$ cat config.mk
export PLATFORM = sky130hd
export DESIGN_NAME = multi_channel_divider_flat
export DESIGN_NICKNAME = d
export VERILOG_FILES = /design/src/rtl/multi_channel_divider_if.sv /design/src/rtl/multi_channel_divider.sv /design/src/flat_wrapper.sv
export SDC_FILE = /design/constraint.sdc
export NUM_CORES = 1
export LEC_CHECK = 0
export BUFFER_PORTS_ARGS = -buffer_cell sky130_fd_sc_hd__buf_4
export CAP_MARGIN = 20
export CORE_MARGIN = 4
export CORE_UTILIZATION = 30
export DETAILED_ROUTE_END_ITERATION = 8
export PLACE_DENSITY_LB_ADDON = 0.05
export SKIP_CTS_REPAIR_TIMING = 1
export SLEW_MARGIN = 20
export SYNTH_ARGS = -nofsm -noshare
export SYNTH_HDL_FRONTEND = slang
export SYNTH_SLANG_ARGS = --single-unit
$ cat constraint.sdc
create_clock -name ref_clk -period 4.87 [get_ports ref_clk]
set_input_delay 0.487 -clock ref_clk [delete_from_list [all_inputs] [get_ports ref_clk]]
set_output_delay 0.487 -clock ref_clk [all_outputs]
set_load 0.1 [all_outputs]
$ cat src/rtl/multi_channel_divider_if.sv
// -----------------------------------------------------------------------------
// multi_channel_divider_if
//
// Control and output bundle of the multi-channel clock divider.
//
//   enable   global run enable
//   ch_en    per-channel run enable
//   div_n    new divide ratios, channel i in bits [i*WIDTH +: WIDTH]
//   load     per-channel one-cycle pulse, captures a ratio into the shadow
//   sync     one-cycle pulse, restarts every running channel at period start
//   pending  per-channel: shadow captured but not yet active
//   div_clk  per-channel divided clock
//   tick     per-channel one-cycle pulse in the cycle div_clk rises
//
// master : the controlling side (drives enable/ch_en/div_n/load/sync)
// slave  : the divider itself
// -----------------------------------------------------------------------------
interface multi_channel_divider_if #(
   parameter int CH    = 4,
   parameter int WIDTH = 8
);
   logic                  enable;
   logic [CH-1:0]         ch_en;
   logic [CH*WIDTH-1:0]   div_n;
   logic [CH-1:0]         load;
   logic                  sync;
   logic [CH-1:0]         pending;
   logic [CH-1:0]         div_clk;
   logic [CH-1:0]         tick;

   modport master (
      output enable, ch_en, div_n, load, sync,
      input  pending, div_clk, tick
   );

   modport slave (
      input  enable, ch_en, div_n, load, sync,
      output pending, div_clk, tick
   );
endinterface

$ cat src/rtl/multi_channel_divider.sv
// -----------------------------------------------------------------------------
// multi_channel_divider
//
// Generates CH independent divided clocks from ref_clk. Each channel has an
// active ratio A, a shadow ratio written by load[i], and a counter cnt that
// runs 0..A-1. A new ratio only takes effect at a period start (natural wrap,
// sync, start of a run) or immediately while the channel is idle, so no runt
// pulses are produced. div_clk is high for cnt < ceil(A/2); tick marks cnt==0.
//
// Ports:
//   ref_clk  reference clock, all state on its rising edge
//   reset    asynchronous, active-low reset
//   bus      multi_channel_divider_if.slave (enable, ch_en, div_n, load, sync
//            in; pending, div_clk, tick out)
//
// Optional feature macro: ODD_DUTY50_EN
//   When defined, odd ratios A >= 3 get 50% duty: the posedge high phase is
//   shortened to (A-1)/2 cycles and a negedge copy of it, ORed in, stretches
//   the high phase by half a ref_clk period. Rising edges stay on posedge.
//   When undefined there is no negedge logic and odd duty is (A+1)/2:(A-1)/2.
// -----------------------------------------------------------------------------
module multi_channel_divider #(
   parameter int CH    = 4,
   parameter int WIDTH = 8
) (
   input  logic                    ref_clk,
   input  logic                    reset,
   multi_channel_divider_if.slave  bus
);

   localparam logic [WIDTH-1:0] ONE_W = WIDTH'(1);
   localparam logic [WIDTH:0]   ONE_X = (WIDTH+1)'(1);

   logic [CH-1:0] pending_v;
   logic [CH-1:0] div_clk_v;
   logic [CH-1:0] tick_v;

   for (genvar g = 0; g < CH; g++) begin : g_ch
      logic [WIDTH-1:0] cnt_q, cnt_d;
      logic [WIDTH-1:0] act_q, act_d;
      logic [WIDTH-1:0] shadow_q, shadow_d;
      logic             pending_q, pending_d;
      logic             live_q, live_d;     // outputs were active last cycle
      logic             div_q, div_d;
      logic             tick_q, tick_d;
      logic             run;
      logic             wrap;
      logic             restart;
      logic             apply;
      logic [WIDTH:0]   half_d;             // length of the posedge high phase
`ifdef ODD_DUTY50_EN
      logic             odd_q, odd_d;
      logic             neg_q;
`endif

      // NOTE: every signal written here gets a value on every path, starting
      // with an unconditional assignment, so no latch can be inferred.
      always_comb begin
         run     = bus.enable & bus.ch_en[g] & (act_q != '0);
         // cnt == A-1 evaluated one bit wider so A-1 never underflows
         wrap    = run & live_q & (({1'b0, cnt_q} + ONE_X) == {1'b0, act_q});
         // a fresh period begins on a run start, a sync, or a natural wrap
         restart = run & (~live_q | bus.sync | wrap);
         apply   = pending_q & (~run | restart);

         act_d   = apply ? shadow_q : act_q;
         cnt_d   = (~run | restart) ? '0 : cnt_q + ONE_W;
         // a zero ratio taking effect at a boundary silences the channel at once
         live_d  = run & (act_d != '0);

         half_d  = ({1'b0, act_d} + ONE_X) >> 1;
`ifdef ODD_DUTY50_EN
         odd_d   = live_d & act_d[0] & ({1'b0, act_d} >= (WIDTH+1)'(3));
         if (odd_d) begin
            half_d = {1'b0, act_d} >> 1;
         end
`endif
         div_d   = live_d & ({1'b0, cnt_d} < half_d);
         tick_d  = live_d & (cnt_d == '0);

         // the old shadow is applied before a same-edge load overwrites it
         shadow_d  = bus.load[g] ? bus.div_n[g*WIDTH +: WIDTH] : shadow_q;
         pending_d = bus.load[g] | (pending_q & ~apply);
      end

      // NOTE: sequential state uses non-blocking assignments only, so every
      // register samples the pre-edge values computed above.
      always_ff @(posedge ref_clk or negedge reset) begin
         if (!reset) begin
            cnt_q     <= '0;
            act_q     <= '0;
            shadow_q  <= '0;
            pending_q <= 1'b0;
            live_q    <= 1'b0;
            div_q     <= 1'b0;
            tick_q    <= 1'b0;
         end else begin
            cnt_q     <= cnt_d;
            act_q     <= act_d;
            shadow_q  <= shadow_d;
            pending_q <= pending_d;
            live_q    <= live_d;
            div_q     <= div_d;
            tick_q    <= tick_d;
         end
      end

`ifdef ODD_DUTY50_EN
      always_ff @(posedge ref_clk or negedge reset) begin
         if (!reset) begin
            odd_q <= 1'b0;
         end else begin
            odd_q <= odd_d;
         end
      end

      // half-cycle delayed copy of the high phase, only for odd A >= 3
      always_ff @(negedge ref_clk or negedge reset) begin
         if (!reset) begin
            neg_q <= 1'b0;
         end else begin
            neg_q <= div_q & odd_q;
         end
      end

      assign div_clk_v[g] = div_q | neg_q;
`else
      assign div_clk_v[g] = div_q;
`endif
      assign pending_v[g] = pending_q;
      assign tick_v[g]    = tick_q;
   end

   assign bus.pending = pending_v;
   assign bus.div_clk = div_clk_v;
   assign bus.tick    = tick_v;

endmodule
$ cat src/flat_wrapper.sv
// flat-port wrapper written by rule: the top's interface ports become plain ports
module multi_channel_divider_flat 
#(
   parameter int CH    = 4,
   parameter int WIDTH = 8
)
  (ref_clk, reset, bus_enable, bus_ch_en, bus_div_n, bus_load, bus_sync, bus_pending, bus_div_clk, bus_tick);
  multi_channel_divider_if #(.CH(CH), .WIDTH(WIDTH)) bus_i ();
  input  logic ref_clk;
  input  logic reset;
  input wire logic [$bits(bus_i.enable)-1:0] bus_enable;
  input wire logic [$bits(bus_i.ch_en)-1:0] bus_ch_en;
  input wire logic [$bits(bus_i.div_n)-1:0] bus_div_n;
  input wire logic [$bits(bus_i.load)-1:0] bus_load;
  input wire logic [$bits(bus_i.sync)-1:0] bus_sync;
  output wire logic [$bits(bus_i.pending)-1:0] bus_pending;
  output wire logic [$bits(bus_i.div_clk)-1:0] bus_div_clk;
  output wire logic [$bits(bus_i.tick)-1:0] bus_tick;
  assign bus_i.enable = bus_enable;
  assign bus_i.ch_en = bus_ch_en;
  assign bus_i.div_n = bus_div_n;
  assign bus_i.load = bus_load;
  assign bus_i.sync = bus_sync;
  assign bus_pending = bus_i.pending;
  assign bus_div_clk = bus_i.div_clk;
  assign bus_tick = bus_i.tick;
  multi_channel_divider #(.CH(CH), .WIDTH(WIDTH)) u_core (.ref_clk(ref_clk), .reset(reset), .bus(bus_i));
endmodule
## Word level (Yosys, flattened, before mapping)

Index checks and enable logic that the tools add are counted.

| cells by class | value |
|---|---|
| add/sub/neg operators | 12 |
| order comparisons | 4 |
| equal/unequal tests | 4 |
| multiplexer cells | 8 |
| bitwise operators | 68 |
| reductions and logical operators | 12 |

Operators by type and width:

| operator | count |
|---|---|
| $add 8x1->9 const B | 8 |
| $mux 8 | 8 |
| $reduce_bool 8->1 | 8 |
| $and 1x1->1 | 40 |
| $eq 9x8->1 | 4 |
| $add 8x1->8 const B | 4 |
| $logic_not 8->1 | 4 |
| $lt 8x8->1 | 4 |
| $or 1x1->1 | 16 |
| $not 1->1 | 12 |

| storage, ports and cells | value |
|---|---|
| flip-flop bits (word level) | 112 |
| input bits | 44 |
| output and inout bits | 12 |

## Depth between registers and ports, before layout

Gate-level depths: netlist of the first run.

| depth | value |
|---|---|
| depth after elaboration | 12 |
| depth in mapped cells | 21 |

## Worst setup path before layout of the first run

OpenSTA, ideal clock, no wires.

| timing | value |
|---|---|
| kind | register to register |
| start | reg u_core.g_ch[0].cnt_q[0] |
| end | reg u_core.g_ch[0].div_q |
| setup time | 0.087 ns |
| data arrival time | 4.052 ns |
| slack | 0.731 ns |
| stages on the path, launching flop included | 20 |
| period minus slack after synthesis | 4.139 ns |
| cells stage by stage | dfrtp_1 > ha_1 > and2_1 > clkbuf_1 > o2111a_1 > nor4_2 > o211ai_1 > o41ai_2 > buf_6 > mux2_2 > ha_1 > inv_1 > nor3_1 > a211o_1 > a22oi_1 > ha_1 > nor2b_1 > o41ai_1 > o211ai_1 > nor3_1 |

| between the ends | value |
|---|---|
| cells in the longest elaborated chain, start to end | 11 |

RTL lines:

| item | RTL line | RTL |
|---|---|---|
| start: declaration | multi_channel_divider.sv:39 | `logic [WIDTH-1:0] cnt_q, cnt_d;` |
| start signal: assignment | multi_channel_divider.sv:98 | `cnt_q <= cnt_d;` |
| $add 8x1->9 * | multi_channel_divider.sv:61 | `wrap = run & live_q & (({1'b0, cnt_q} + ONE_X) == {1'b0, act_q});` |
| $eq 9x8->1 * | multi_channel_divider.sv:61 |  |
| $and 1x1->1 * | multi_channel_divider.sv:61 |  |
| $or 1x1->1 * | multi_channel_divider.sv:63 | `restart = run & (~live_q \| bus.sync \| wrap);` |
| $and 1x1->1 * | multi_channel_divider.sv:63 |  |
| $or 1x1->1 * | multi_channel_divider.sv:64 | `apply = pending_q & (~run \| restart);` |
| $and 1x1->1 * | multi_channel_divider.sv:64 |  |
| $mux 8 * | multi_channel_divider.sv:66 | `act_d = apply ? shadow_q : act_q;` |
| net u_core.g_ch[0].act_d[0] | multi_channel_divider.sv:40 | `logic [WIDTH-1:0] act_q, act_d;` |
| $add 8x1->9 or $reduce_bool 8->1 (tied branches) | multi_channel_divider.sv:71, multi_channel_divider.sv:69 |  |
| $lt 8x8->1 or $and 1x1->1 (tied branches) | multi_channel_divider.sv:78, multi_channel_divider.sv:69 |  |
| $and 1x1->1 * | multi_channel_divider.sv:78 | `div_d = live_d & ({1'b0, cnt_d} < half_d);` |
| net u_core.g_ch[0].div_d | multi_channel_divider.sv:44 | `logic div_q, div_d;` |
| end signal: assignment | multi_channel_divider.sv:103 | `div_q <= div_d;` |
| end: declaration | multi_channel_divider.sv:44 |  |

The timed path passes the listed nets; every way through them passes the cells marked *.
A chain may end at the register's enable or synchronous reset.

## Worst setup path after layout of the first run

Same ends and word-level chain as after synthesis.

==> qor.txt, run 1 <==
count of different cell masters after synthesis -> 71
Critical path buffers and inverters -> 1
maximum vdd drop -> 0.1835 mV
Post-Syn Instances -> 782
WP data required -> 5.15 ns
Synth top area share -> 36.99%
Fmax -> 222.0 MHz
final wirelength -> 19.54 mm
CP Max Fanout -> 6
Antenna Violating Nets Remaining -> 0
FF-to-FF setup slack -> 0.36 ns
CP Capture Type -> register
Post-synth EDFFs -> 0
max-slew violation count -> 0
area grow syn2layout -> 12.86%
first-pass GRT wire length -> 32.86 mm
top cells by area, synth -> dfrtp_1 37%, mux2_2 8.5%, ha_1 6.6%, xnor2_1 6.0%, nor2_1 4.5%
Final Cycle Share -> 92.51%
die width -> 166.9 microns
Worst Skew -> 0.007304 ns
DRC -> 0
async set-reset flop share out of synthesis -> 100.0%
largest net degree at the start of global routing -> 46
Yosys Warn Count -> 0
max layer used -> met4
Setup CP Type -> reg2reg
status -> completed
die area -> 27860 sq um
R2R Path End -> u_core.g_ch[0].div_q
CTS Buffer Depth -> 2
Final Hold Violating Endpoints -> 0
number of cells after detailed placement -> 1123
Mapped Avg Cell Area -> 9.690 sq um
max-capacitance violation count -> 0
cell taking the most area after synthesis -> dfrtp_1
Total GRT Usage -> 14.38%
Final Net Count -> 894
DRT met1 WL -> 9.458 mm
# IOs -> 56
worst skew pair latency -> 0.36 ns
logic depth of the worst register-to-register path -> 17
total power -> 2.550 mW
crit-path cells -> ha_2 -> and2_2 -> nand4_1 -> xor2_2 -> o211ai_1 -> o41ai_4 -> mux2_2 -> ha_1 -> inv_1 -> nor3_1 -> a211o_1 -> a22oi_1 -> ha_1 -> nor2b_1 -> o41ai_1 -> o211ai_1 -> nor3_1
CP peak stage delay -> 0.49 ns
r2r startpoint -> u_core.g_ch[0].cnt_q[0]
Post-Syn Area -> 7577 sq um
Detail Placement HPWL -> 15.05 mm
Num CTS Buffers -> 9
Routed met2 length -> 9.187 mm
CTS tree -> built
hold_ws -> 0.007355 ns
PD cells -> 298.1 nW/um^2
wire length on met3 -> 527 microns
PortBufs -> 55
via count -> 5683
area of the core -> 24600 sq um
Starting Density -> 30.80%
flops & latches, synth -> 112
minimum clock period -> 4.505 ns
leakage -> 3.672 nW
Clock Tree Root -> clkbuf_16
RSZ-0062 raised after global routing -> false
Synth Flop Type -> dfrtp_1
final setup violation count -> 0
final std cells w/o fill -> 1139
vias in the first global route -> 6077
grt total ovfl -> 0
chip height -> 166.9 microns
post-DR wirelength/cell -> 17.16 microns
First-pass DRT Iterations -> 4
Crit path max-delay family -> compound AO/OA/AOI/OAI gates
initial antenna violation count -> 0
arrival time at the worst endpoint -> 4.78 ns
Worst setup SP type -> register
clk sinks -> 112
Avg Vias per Cell -> 4.989
DP Area -> 8204 sq um
routability cong. -> 0.8292
DRT iter0 DRCs -> 302
Worst Tran Pin Value -> 0.6375 ns
FP Rows -> 57
Final Instance Area -> 8552 sq um
Syn Nets -> 866
TNS Setup -> 0 ns
number of diodes -> 0
Slew HR -> 57.50%
H-tree level count -> 3
sequential fraction of the synthesis area -> 36.99%
Worst-path clk slew -> 0.08 ns
CP max-delay cell -> o41ai_4
hold crit path type -> in2async
share of cells above drive strength 1 -> 19.88%
-- worst max-delay path by stage --
stage                                  startpoint  slack (ns)                   end  depth (start not counted)
after floorplan           u_core.g_ch[0].cnt_q[0]        0.73  u_core.g_ch[0].div_q                         19
final                     u_core.g_ch[0].cnt_q[0]        0.36  u_core.g_ch[0].div_q                         17
after CTS                 u_core.g_ch[0].cnt_q[0]        0.28  u_core.g_ch[0].div_q                         17
after global routing      u_core.g_ch[0].cnt_q[0]        0.02  u_core.g_ch[0].div_q                         17
after global placement    u_core.g_ch[3].cnt_q[0]        0.34  u_core.g_ch[3].div_q                         18
after detailed placement  u_core.g_ch[0].cnt_q[0]        0.31  u_core.g_ch[0].div_q                         17
-- Yosys cell counts, types with 3 or more instances --
| cell type | number |
|---|---|
| xor2_1 | 28 |
| and2_1 | 4 |
| nand2b_1 | 9 |
| o21a_1 | 4 |
| a211oi_1 | 9 |
| o211ai_1 | 4 |
| xnor2_1 | 52 |
| and3_1 | 12 |
| buf_4 | 13 |
| inv_1 | 28 |
| nor2_1 | 91 |
| o21ai_0 | 18 |
| a21oi_1 | 21 |
| nor4_1 | 3 |
| mux2_4 | 5 |
| clkbuf_1 | 19 |
| nor2b_1 | 4 |
| nand3_1 | 37 |
| a41oi_1 | 3 |
| mux2_2 | 57 |
| dfrtp_1 | 112 |
| buf_6 | 5 |
| or3_1 | 5 |
| a31oi_1 | 8 |
| nand3b_1 | 3 |
| buf_2 | 11 |
| a21o_1 | 7 |
| o2111ai_1 | 5 |
| mux2i_1 | 18 |
| xnor3_1 | 4 |
| nor3b_1 | 3 |
| nor4b_1 | 4 |
| o21bai_1 | 4 |
| nor3_1 | 19 |
| nand4_1 | 15 |
| nand2_1 | 54 |
| ha_1 | 40 |
-- cell type report --
type | count | area (sq um)
Sequential cell | 112 | 2803
Inverter | 28 | 105.1
Clock inverter | 7 | 102.6
Tap cell | 324 | 405.4
Multi-Input combinational cell | 593 | 4415
Fill cell | 2558 | 16050
Timing Repair Buffer | 66 | 495.5
Clock buffer | 9 | 225.2
-- flip-flops by register name (all words and copies together), names as in the netlist --
signal,count
u_core.g_ch.pending_q,4
u_core.g_ch.tick_q,4
u_core.g_ch.div_q,4
u_core.g_ch.cnt_q,32
u_core.g_ch.shadow_q,32
u_core.g_ch.act_q,32
u_core.g_ch.live_q,4
-- cell families (layout without fill, tap and decap cells) --
logic type	Yosys count	count (layout)	share of synthesized area, %
AO/OA/AOI/OAI	114	114	10.93
multiplexers	80	80	11.84
AND/OR/NAND/NOR	274	274	17.83
XOR/XNOR	85	85	10.65
buffers and inverters	77	110	5.152
adder cells (fa/ha/maj)	40	40	6.605
flip-flops	112	112	36.99
-- power by group --
group          internal [mW]  total (mW)  leakage, nW  switching, mW
sequential              1.01        1.16         1.40          0.150
combinational          0.266       0.560         2.12          0.294
clock                  0.457       0.831        0.157          0.374
-- metrics by stage --
step | worst slack (ns) | utilization (%)
2_1_floorplan | 0.7305 | -
3_3_place_gp | 0.3381 | 33.34
3_5_place_dp | 0.3135 | 33.34
4_1_cts | 0.2844 | 34.68
5_1_grt | 0.02146 | 34.76
6_report | 0.3647 | 34.76
-- cell usage in the layout, fill, tap and decap left out, types with 3 or more instances in the layout --
cell type / instances
a211oi_1: 9
a21o_1: 7
a21oi_1: 21
a31oi_1: 8
a41oi_1: 3
and3_1: 12
buf_4: 66
clkbuf_16: 9
dfrtp_1: 112
ha_1: 39
inv_1: 28
mux2_2: 57
mux2_4: 5
mux2i_1: 18
nand2_1: 54
nand2b_1: 9
nand3_1: 37
nand3b_1: 3
nand4_1: 15
nor2_1: 91
nor2b_1: 4
nor3_1: 19
nor3b_1: 3
nor4_1: 3
nor4b_1: 4
o2111ai_1: 5
o211ai_1: 4
o21a_1: 4
o21ai_0: 18
o21bai_1: 4
or3_1: 5
xnor2_1: 51
xnor3_1: 4
xor2_1: 27
-- routing by layer --
metal,up-vias,GRT usage [%]
met1,2741,19.65
met2,93,23.49
met5,-,0
met3,28,2.347
met4,0,4.305
li1,2821,-
Note: power is estimated with default switching activity, not from simulation.
==> run 2, diff against run 1 <==
==> constraint.sdc (replaced) <==
create_clock -name ref_clk -period 3.8 [get_ports ref_clk]
set_input_delay 0.38 -clock ref_clk [delete_from_list [all_inputs] [get_ports ref_clk]]
set_output_delay 0.38 -clock ref_clk [all_outputs]
set_load 0.1 [all_outputs]
==> qor.txt, run 2 (synthesis gave the netlist of run 1 again) <==
power share of the sequential group -> 40.7% (-4.7 points)
FP Rows -> 57 (unchanged)
Final Net Count -> 1030 (+15%)
routability cong. -> 0.8551 (+3.1%)
Starting Density -> 30.80% (unchanged)
DP Area -> 9158 sq um (+12%)
Detail Placement HPWL -> 16.63 mm (+11%)
internal power -> 2.335 mW (+35%)
first-pass GRT wire length -> 34.68 mm (+5.5%)
Worst setup SP type -> register
Slew HR -> 59.21% (+1.7 points)
largest registers -> u_core.g_ch.act_q (32), u_core.g_ch.cnt_q (32), u_core.g_ch.shadow_q (32)
DRC -> 0 (unchanged)
final wirelength -> 21.50 mm (+10%)
Final Hold Violating Endpoints -> 0 (unchanged)
number of diodes -> 0 (unchanged)
TNS Setup -> -0.3293 ns (-0.3293 ns)
die width -> 166.9 microns (unchanged)
FF-to-FF setup slack -> -0.32 ns (-0.68 ns)
Avg Vias per Cell -> 4.911 (-1.6%)
Num CTS Buffers -> 9 (unchanged)
max-capacitance violation count -> 0 (unchanged)
Layout fillers -> 2448 (-4.3%)
via count -> 6262 (+10%)
Clock Tree Root -> clkbuf_16
maximum vdd drop -> 0.2097 mV (+14%)
final setup violation count -> 2 (+2)
Fmax -> 242.8 MHz (+9.4%)
initial antenna violation count -> 0 (unchanged)
chip height -> 166.9 microns (unchanged)
minimum clock period -> 4.119 ns (-0.3867 ns)
CTS Buffer Depth -> 2 (unchanged)
die area -> 27860 sq um (unchanged)
Antenna Violating Nets Remaining -> 0 (unchanged)
PortBufs -> 55 (unchanged)
hold crit path type -> in2async
hold_ws -> 0.01912 ns (+0.01177 ns)
vias in the first global route -> 6472 (+6.5%)
crit-path cells -> ha_4 -> and2_4 -> o2111a_1 -> nor4_2 -> o211ai_1 -> o41ai_4 -> buf_4 -> mux2_4 -> ha_4 -> inv_2 -> nor3_1 -> a211o_1 -> a22oi_2 -> ha_1 -> nor2b_1 -> o41ai_2 -> o211ai_1 -> nor3_2
CP Max Fanout -> 4 (-2)
max-slew violation count -> 0 (unchanged)
status -> finished with violations
DRT iter0 DRCs -> 365 (+21%)
failing checks -> negative setup slack
Worst Skew -> 0.009106 ns (+0.001801 ns)
Clock Power Share -> 29.6% (-3.0 points)
First-pass DRT Iterations -> 4 (unchanged)
RSZ-0062 raised after global routing -> true
commonest non-fill, non-tap cell in the layout -> buf_4
grt total ovfl -> 0 (unchanged)
PD cells -> 347.4 nW/um^2 (+17%)
CP peak stage delay -> 0.43 ns (-0.06 ns)
area of the core -> 24600 sq um (unchanged)
arrival time at the worst endpoint -> 4.40 ns (-0.38 ns)
Worst-path clk slew -> 0.09 ns (about the same)
Final Cycle Share -> 108.4% (+16 points)
largest net degree at the start of global routing -> 69 (+50%)
CP max-delay cell -> o41ai_4
final std cells w/o fill -> 1275 (+12%)
Total GRT Usage -> 15.23% (+0.85 points)
Setup CP Type -> reg2reg
area grow syn2layout -> 32.68%
Net Sw Frac -> 33.14% (+1.1 points)
CTS tree -> built
clk sinks -> 112 (unchanged)
share of cells above drive strength 1 -> 38.38% (+19 points)
number of cells after detailed placement -> 1242 (+11%)
H-tree level count -> 3 (unchanged)
leakage -> 4.438 nW (+21%)
WP data required -> 4.08 ns (-1.07 ns)
worst skew pair latency -> 0.37 ns (about the same)
post-DR wirelength/cell -> 16.86 microns (-1.7%)
# IOs -> 56 (unchanged)
Final Instance Area -> 10050 sq um (+18%)
Gate power share -> 29.7% (+7.7 points)
final worst slack -> -0.3186 ns (-0.6833 ns)
Net Sw Power -> 1.157 mW (+41%)
CP Capture Type -> register
Worst Tran Pin Value -> 0.6119 ns (-0.02555 ns)
most frequent cells in the layout -> 196 x buf_4, 109 x dfrtp_1, 85 x nor2_1, 52 x mux2_2, 51 x nand2_1
[run 2: cell count changes in the layout (fill, tap and decap cells not counted), sizes merged]
cell / previous run / this run
buf: 66 / 202
inv: 30 / 32
clkinvlp: 1 / 0
bufinv: 2 / 1
[run 2: metrics by stage]
step | power (mW) | util (%) | worst slack (ns)
2_1_floorplan | 2.003 | - | -0.1382
3_3_place_gp | 2.379 | 37.22 | -0.4291
3_5_place_dp | 2.389 | 37.22 | -0.5157
4_1_cts | 3.444 | 38.48 | -0.5473
5_1_grt | 3.689 | 40.86 | -0.5338
6_report | 3.493 | 40.86 | -0.3186
[run 2: worst paths after layout]
check / start / to / cells past startpoint
worst max register to register: u_core.g_ch[0].cnt_q[1] / u_core.g_ch[0].div_q / 18
worst max-delay path: u_core.g_ch[0].cnt_q[1] / u_core.g_ch[0].div_q / 18
worst min-delay path: reset / u_core.g_ch[1].shadow_q[5] / 1
min in group ref_clk: bus_div_n[2] / u_core.g_ch[0].shadow_q[2] / 2
worst min register to register: u_core.g_ch[3].shadow_q[5] / u_core.g_ch[3].shadow_q[5] / 1
max in group asynchronous: reset / u_core.g_ch[3].cnt_q[2] / 2
[run 2: power groups by stage]
stage / Clock, mW / Combinational [mW] / Sequential (mW)
after floorplan: 0 / 0.605 / 1.40
after global placement: 0 / 0.938 / 1.44
after detailed placement: 0 / 0.948 / 1.44
after CTS: 1.07 / 0.954 / 1.42
after global routing: 1.11 / 1.14 / 1.44
final: 1.03 / 1.04 / 1.42
[run 2: layout make-up]
cell class	count	area, sq um	share of cell area, %
clock buffer	9	225.2	2.240
timing repair buffer	202	1556	15.48
sequential	112	2806	27.92
inverter	28	105.1	1.045
multi-input combinational	593	4870	48.44
clock inverter	7	85.08	0.8463
tap	324	405.4	4.032
[run 2: worst max-delay path, delay by kind of cell (launching register included)]
kind	cells	cell delay, ns
adders and majority gates	3	0.64
and+or+nand+nor	5	0.82
DFF	1	0.42
AOI/OAI and AO/OA	7	1.60
muxes	1	0.32
buffers and inverters	2	0.25
[run 2: per-layer routing]
| layer | vias up | GRT usage [%] | share of wire [%] |
|---|---|---|---|
| met3 | 21 | 2.441 | 2.6 |
| met2 | 90 | 25.38 | 48 |
| li1 | 3091 | - | - |
| met1 | 3060 | 20.55 | 48 |
| met4 | 0 | 4.233 | 1.5 |
| met5 | - | 0 | 0 |
